`config.mk`:
```
export PLATFORM = sky130hd
export DESIGN_NAME = alu_arbiter
export DESIGN_NICKNAME = d
export VERILOG_FILES = /design/src/rtl/alu_arbiter.sv
export SDC_FILE = /design/constraint.sdc
export NUM_CORES = 1
export LEC_CHECK = 0
export BUFFER_PORTS_ARGS = -buffer_cell sky130_fd_sc_hd__buf_4
export CORE_UTILIZATION = 25
export DETAILED_ROUTE_END_ITERATION = 12
export PLACE_DENSITY_LB_ADDON = 0.12
export SLEW_MARGIN = 20
export SYNTH_ARGS = -nofsm -noshare
export SYNTH_HDL_FRONTEND = slang
export SYNTH_SLANG_ARGS = --single-unit
```
`constraint.sdc`:
```
create_clock -name CLK -period 1.8 [get_ports CLK]
set_clock_uncertainty 0.1 [all_clocks]
set_input_delay 0.18 -clock CLK [delete_from_list [all_inputs] [get_ports CLK]]
set_output_delay 0.18 -clock CLK [all_outputs]
set_load 0.1 [all_outputs]
```
`src/rtl/alu_arbiter.sv`:
```
// Round-robin arbiter that lets NREQ requesters share one combinational ALU.
// Each operation is latched, executed for one cycle, then held as a registered response until it is accepted.
module alu_arbiter #(
  parameter int NREQ   = 2,
  parameter int WORD_W = 32,
  parameter int OP_W   = 4
) (
  input  logic                   CLK,
  input  logic                   nRST,
  input  logic [NREQ-1:0]        req_valid,
  output logic [NREQ-1:0]        req_ready,
  input  logic [NREQ*OP_W-1:0]   req_op,
  input  logic [NREQ*WORD_W-1:0] req_a,
  input  logic [NREQ*WORD_W-1:0] req_b,
  output logic [NREQ-1:0]        rsp_valid,
  input  logic [NREQ-1:0]        rsp_ready,
  output logic [WORD_W-1:0]      rsp_result,
  output logic                   rsp_neg,
  output logic                   rsp_zero,
  output logic                   rsp_over,
  output logic [WORD_W-1:0]      alu_porta,
  output logic [WORD_W-1:0]      alu_portb,
  output logic [OP_W-1:0]        alu_op,
  input  logic [WORD_W-1:0]      alu_outport,
  input  logic                   alu_neg,
  input  logic                   alu_zero,
  input  logic                   alu_over,
  output logic                   busy
);

  // state | meaning
  // IDLE  | arbitrating; req_ready shows the combinational grant
  // EXEC  | operand regs drive the ALU; result captured at the edge
  // RESP  | response held on rsp_valid[win] until rsp_ready[win]

  localparam int PTR_W = (NREQ > 1) ? $clog2(NREQ) : 1;

  typedef enum logic [1:0] {
    IDLE = 2'd0,
    EXEC = 2'd1,
    RESP = 2'd2
  } state_t;

  state_t              state;
  logic [PTR_W-1:0]    ptr;
  logic [PTR_W-1:0]    win;
  logic [OP_W-1:0]     op_q;
  logic [WORD_W-1:0]   a_q;
  logic [WORD_W-1:0]   b_q;

  logic [NREQ-1:0]     upper_mask;
  logic [NREQ-1:0]     upper_req;
  logic [NREQ-1:0]     grant;
  logic [PTR_W-1:0]    grant_idx;
  logic                grant_any;

  // Requests above the pointer take precedence; if none, wrap to the lowest valid index.
  always_comb begin
    upper_mask = '0;
    for (int i = 0; i < NREQ; i++) begin
      upper_mask[i] = (i > int'(ptr));
    end
    upper_req = req_valid & upper_mask;
    grant     = '0;
    grant_idx = '0;
    grant_any = 1'b0;
    for (int i = NREQ - 1; i >= 0; i--) begin
      if (req_valid[i]) begin
        grant_idx = PTR_W'(i);
        grant_any = 1'b1;
      end
    end
    for (int i = NREQ - 1; i >= 0; i--) begin
      if (upper_req[i]) begin
        grant_idx = PTR_W'(i);
      end
    end
    if (grant_any) begin
      grant[grant_idx] = 1'b1;
    end
  end

  // Gated by nRST so no grant is offered while the block is held in reset.
  assign req_ready = (state == IDLE && nRST) ? grant : '0;

  always_ff @(posedge CLK or negedge nRST) begin
    if (!nRST) begin
      state      <= IDLE;
      ptr        <= PTR_W'(NREQ - 1);
      win        <= '0;
      op_q       <= '0;
      a_q        <= '0;
      b_q        <= '0;
      rsp_valid  <= '0;
      rsp_result <= '0;
      rsp_neg    <= 1'b0;
      rsp_zero   <= 1'b0;
      rsp_over   <= 1'b0;
    end else begin
      case (state)
        IDLE: begin
          if (grant_any) begin
            op_q  <= req_op[int'(grant_idx)*OP_W +: OP_W];
            a_q   <= req_a[int'(grant_idx)*WORD_W +: WORD_W];
            b_q   <= req_b[int'(grant_idx)*WORD_W +: WORD_W];
            win   <= grant_idx;
            ptr   <= grant_idx;
            state <= EXEC;
          end
        end
        EXEC: begin
          rsp_result <= alu_outport;
          rsp_neg    <= alu_neg;
          rsp_zero   <= alu_zero;
          rsp_over   <= alu_over;
          rsp_valid  <= NREQ'(1) << win;
          state      <= RESP;
        end
        RESP: begin
          if (rsp_ready[win]) begin
            rsp_valid <= '0;
            state     <= IDLE;
          end
        end
        default: begin
          rsp_valid <= '0;
          state     <= IDLE;
        end
      endcase
    end
  end

  assign alu_porta = a_q;
  assign alu_portb = b_q;
  assign alu_op    = op_q;
  assign busy      = (state != IDLE);

  a_req_ready_onehot: assert property (@(posedge CLK) disable iff (!nRST) $onehot0(req_ready));
  a_rsp_valid_onehot: assert property (@(posedge CLK) disable iff (!nRST) $onehot0(rsp_valid));
  a_ready_valid_excl: assert property (@(posedge CLK) disable iff (!nRST) !((|req_ready) && (|rsp_valid)));

endmodule

```
==> results.py <==
metrics = {
    "status": {
        "run_status": "finished with violations",
        "violations": "negative setup slack",
    },
    "sta": {
        "finalCriticalPeriod_ns": 1.82,
        "setup_ws_ns": -0.0245,
        "rsz0062_at_grt": "true",
        "fmax_mhz": 548,
        "worst_slew_pin_slew_ns": 0.419,
        "hold_violations": 0,
        "slew_viol_final": 0,
        "finalSetupViolCount": 16,
        "maxSlewHeadroom_pct": 72.0,
        "timing.final.crit_share_pct": 101,
    },
    "critical_path": {
        "crit_buf_inv": 2,
        "end_kind": "primary output",
        "path_cells": "a21bo_4 -> buf_12 -> and3_4 -> buf_12",
        "cp-start-kind": "register",
        "cp.required_ns": 1.52,
        "critPathMaxFanout": 4,
        "cpMostUsedCell": "buf_12",
        "worstPathArrival_ns": 1.54,
        "slowest_delay_ns": 0.54,
        "critPathSlowestCell": "dfstp_2",
        "crit_family": "flip-flops",
        "path_class": "register to primary output",
    },
    "clocking": {
        "clk_path_buf_depth": 2,
        "numCtsBuffers": 9,
        "clk_latency_ns": 0.34,
        "root_buffer": "clkbuf_16",
        "cts_tree": "done",
        "clock-sinks": 109,
        "path_clk_slew_ns": 0.07,
        "h-tree-depth": 3,
    },
    "place": {
        "place_area_um2": 8020,
        "dp_hpwl_mm": 10.9,
        "dp_worst_setup_slack_ns": 0.0101,
        "gp_congestion": 0.719,
        "port_buffers": 284,
        "dp_cells": 875,
    },
    "die": {
        "initial_core_util_pct": 25.9,
        "fp-row-count": 53,
        "fp.dieH_um": 150,
        "dieArea_um2": 22600,
        "core_um2": 21300,
        "io_pins": 285,
        "die-width_um": 150,
    },
    "final_layout": {
        "drive_gt1_share_pct": 76.2,
        "antenna_cells": 0,
        "multiInputGateArea_um2": 2590,
        "nNetsFinal": 836,
        "design_area_um2": 8910,
        "fin_cells": 939,
        "seqCellArea_um2": 2730,
        "area_growth_pct": 61.7,
        "final_core_util_pct": 41.9,
        "num-fill-cells": 1972,
    },
    "logic_synthesis": {
        "synthMuxAreaShare_pct": 44.4,
        "synth.largest_area_cell": "dfrtp_1",
        "yosys-top-cells-area": "dfrtp_1 49%, mux2_4 37%, mux2_2 7.6%, buf_12 2.2%, buf_4 0.95%",
        "synth_top_family_by_area": "multiplexers",
        "synth-xor-area-share_pct": 0,
        "seq_area_frac_synth_pct": 49.5,
        "synth_fa_ha_area_share_pct": 0,
        "syn-num-nets": 496,
        "yosys.area_share.simple_pct": 0.500,
        "synth_compound_area_share_pct": 1.27,
        "synth_ff_type": "dfrtp_1",
        "syn_area_um2": 5510,
        "yosys.cell_types.count": 24,
        "synthCells": 319,
        "synth-edff-count": 0,
        "avgSynthCellArea_um2": 17.3,
        "synth_async_sr_flop_share_pct": 100,
        "yosysMostFrequentCell": "mux2_4",
        "synth_top_area_share_pct": 49.0,
        "yosys-top-cells-count": "134 x mux2_4, 108 x dfrtp_1, 37 x mux2_2, 7 x buf_4, 6 x buf_12",
        "ys_ff_latch": 109,
        "yosysWarnings": 0,
    },
    "route": {
        "route.detailed.drc": 0,
        "first_pass_iters": 4,
        "wire_per_inst_um": 15.8,
        "antenna_left": 0,
        "drt_wl_total_mm": 14.9,
        "avgViaCountPerCell": 4.05,
        "dr.first_iter.drc_count": 77,
        "vias": 3800,
    },
    "global_route": {
        "overflow": 0,
        "grt_antenna_before_repair": 0,
        "grtUsageTotal_pct": 12.6,
        "grt_max_degree": 80,
        "grt_pass1_wl_mm": 21.6,
        "grt_pass1_vias": 4135,
    },
    "hold_path": {
        "hold_class": "input port to register",
    },
    "run": {
        "max_cap_violations": 0,
    },
}
-- cell usage in the layout, fill, tap and decap left out, types with 11 or more instances in the layout --
cell	instances
dlygate4sd3_1	37
buf_12	11
clkbuf_16	13
mux2_4	135
dfrtp_1	108
buf_4	295
mux2_2	36
-- timing repair --
action	in CTS	in global routing
setup endpoints to repair	3	65
hold endpoints to repair	144	0
pin swaps	4	0
buffers inserted	7	0
hold buffers	37	0
cloned	0	5
gates resized for setup	11	1
-- tightest hold or removal path, cell delays in order --
cell and delay, ns:
buf_4 0.13, a21oi_1 0.11, a31oi_1 0.05
-- logic make-up after synthesis --
logic type      count (synthesis)
buf+inv                        23
mux                           173
simple gates                    5
flops                         109
compound gates                  9
-- per-layer routing --
| layer | routed length (µm) | global-route usage [%] |
|---|---|---|
| met4 | 208 | 4.60 |
| met3 | 1170 | 3.36 |
| met2 | 7200 | 21.5 |
| met1 | 6280 | 15.0 |
| met5 | 0 | 0 |
-- area by class of cell --
type	instances	area share (%)
multi-input combinational	187	29.0
sequential	109	30.6
clock buffer	11	2.72
timing repair buffer	349	32.9
tap	275	3.86
inverter	3	0.154
clock inverter	5	0.730
-- registers in the layout, summed over array words and instances, names as in the netlist --
register,count
alu_op,4
alu_porta,32
alu_portb,32
ptr,1
rsp_neg,1
rsp_over,1
rsp_result,32
rsp_valid,2
rsp_zero,1
state,2
win,1
-- per-stage QoR --
stage | setup TNS (ns) | hold WS, ns
after floorplan | -0.434 | -0.216
after global placement | 0 | -0.0980
after detailed placement | 0 | -0.0981
after CTS | -0.0748 | 0.0100
after global routing | -1.92 | 0.0461
final | -0.135 | 0.0320
-- worst paths after layout --
path                               startpoint             to  slack (ns)  cells past startpoint
worst min register to register  rsp_result[3]  rsp_result[3]        0.41                      1
max in group asynchronous                nRST            ptr        0.86                      3
worst max-delay path                      ptr   req_ready[0]       -0.02                      4
min in group asynchronous                nRST       state[0]        0.11                      2
worst min-delay path             req_valid[1]            ptr        0.03                      3
worst max register to register            ptr   alu_porta[0]       -0.02                      5
Power is left out: the tool's default activity adds up to more than one toggle a clock period on the data nets, which glitch-free logic cannot reach.
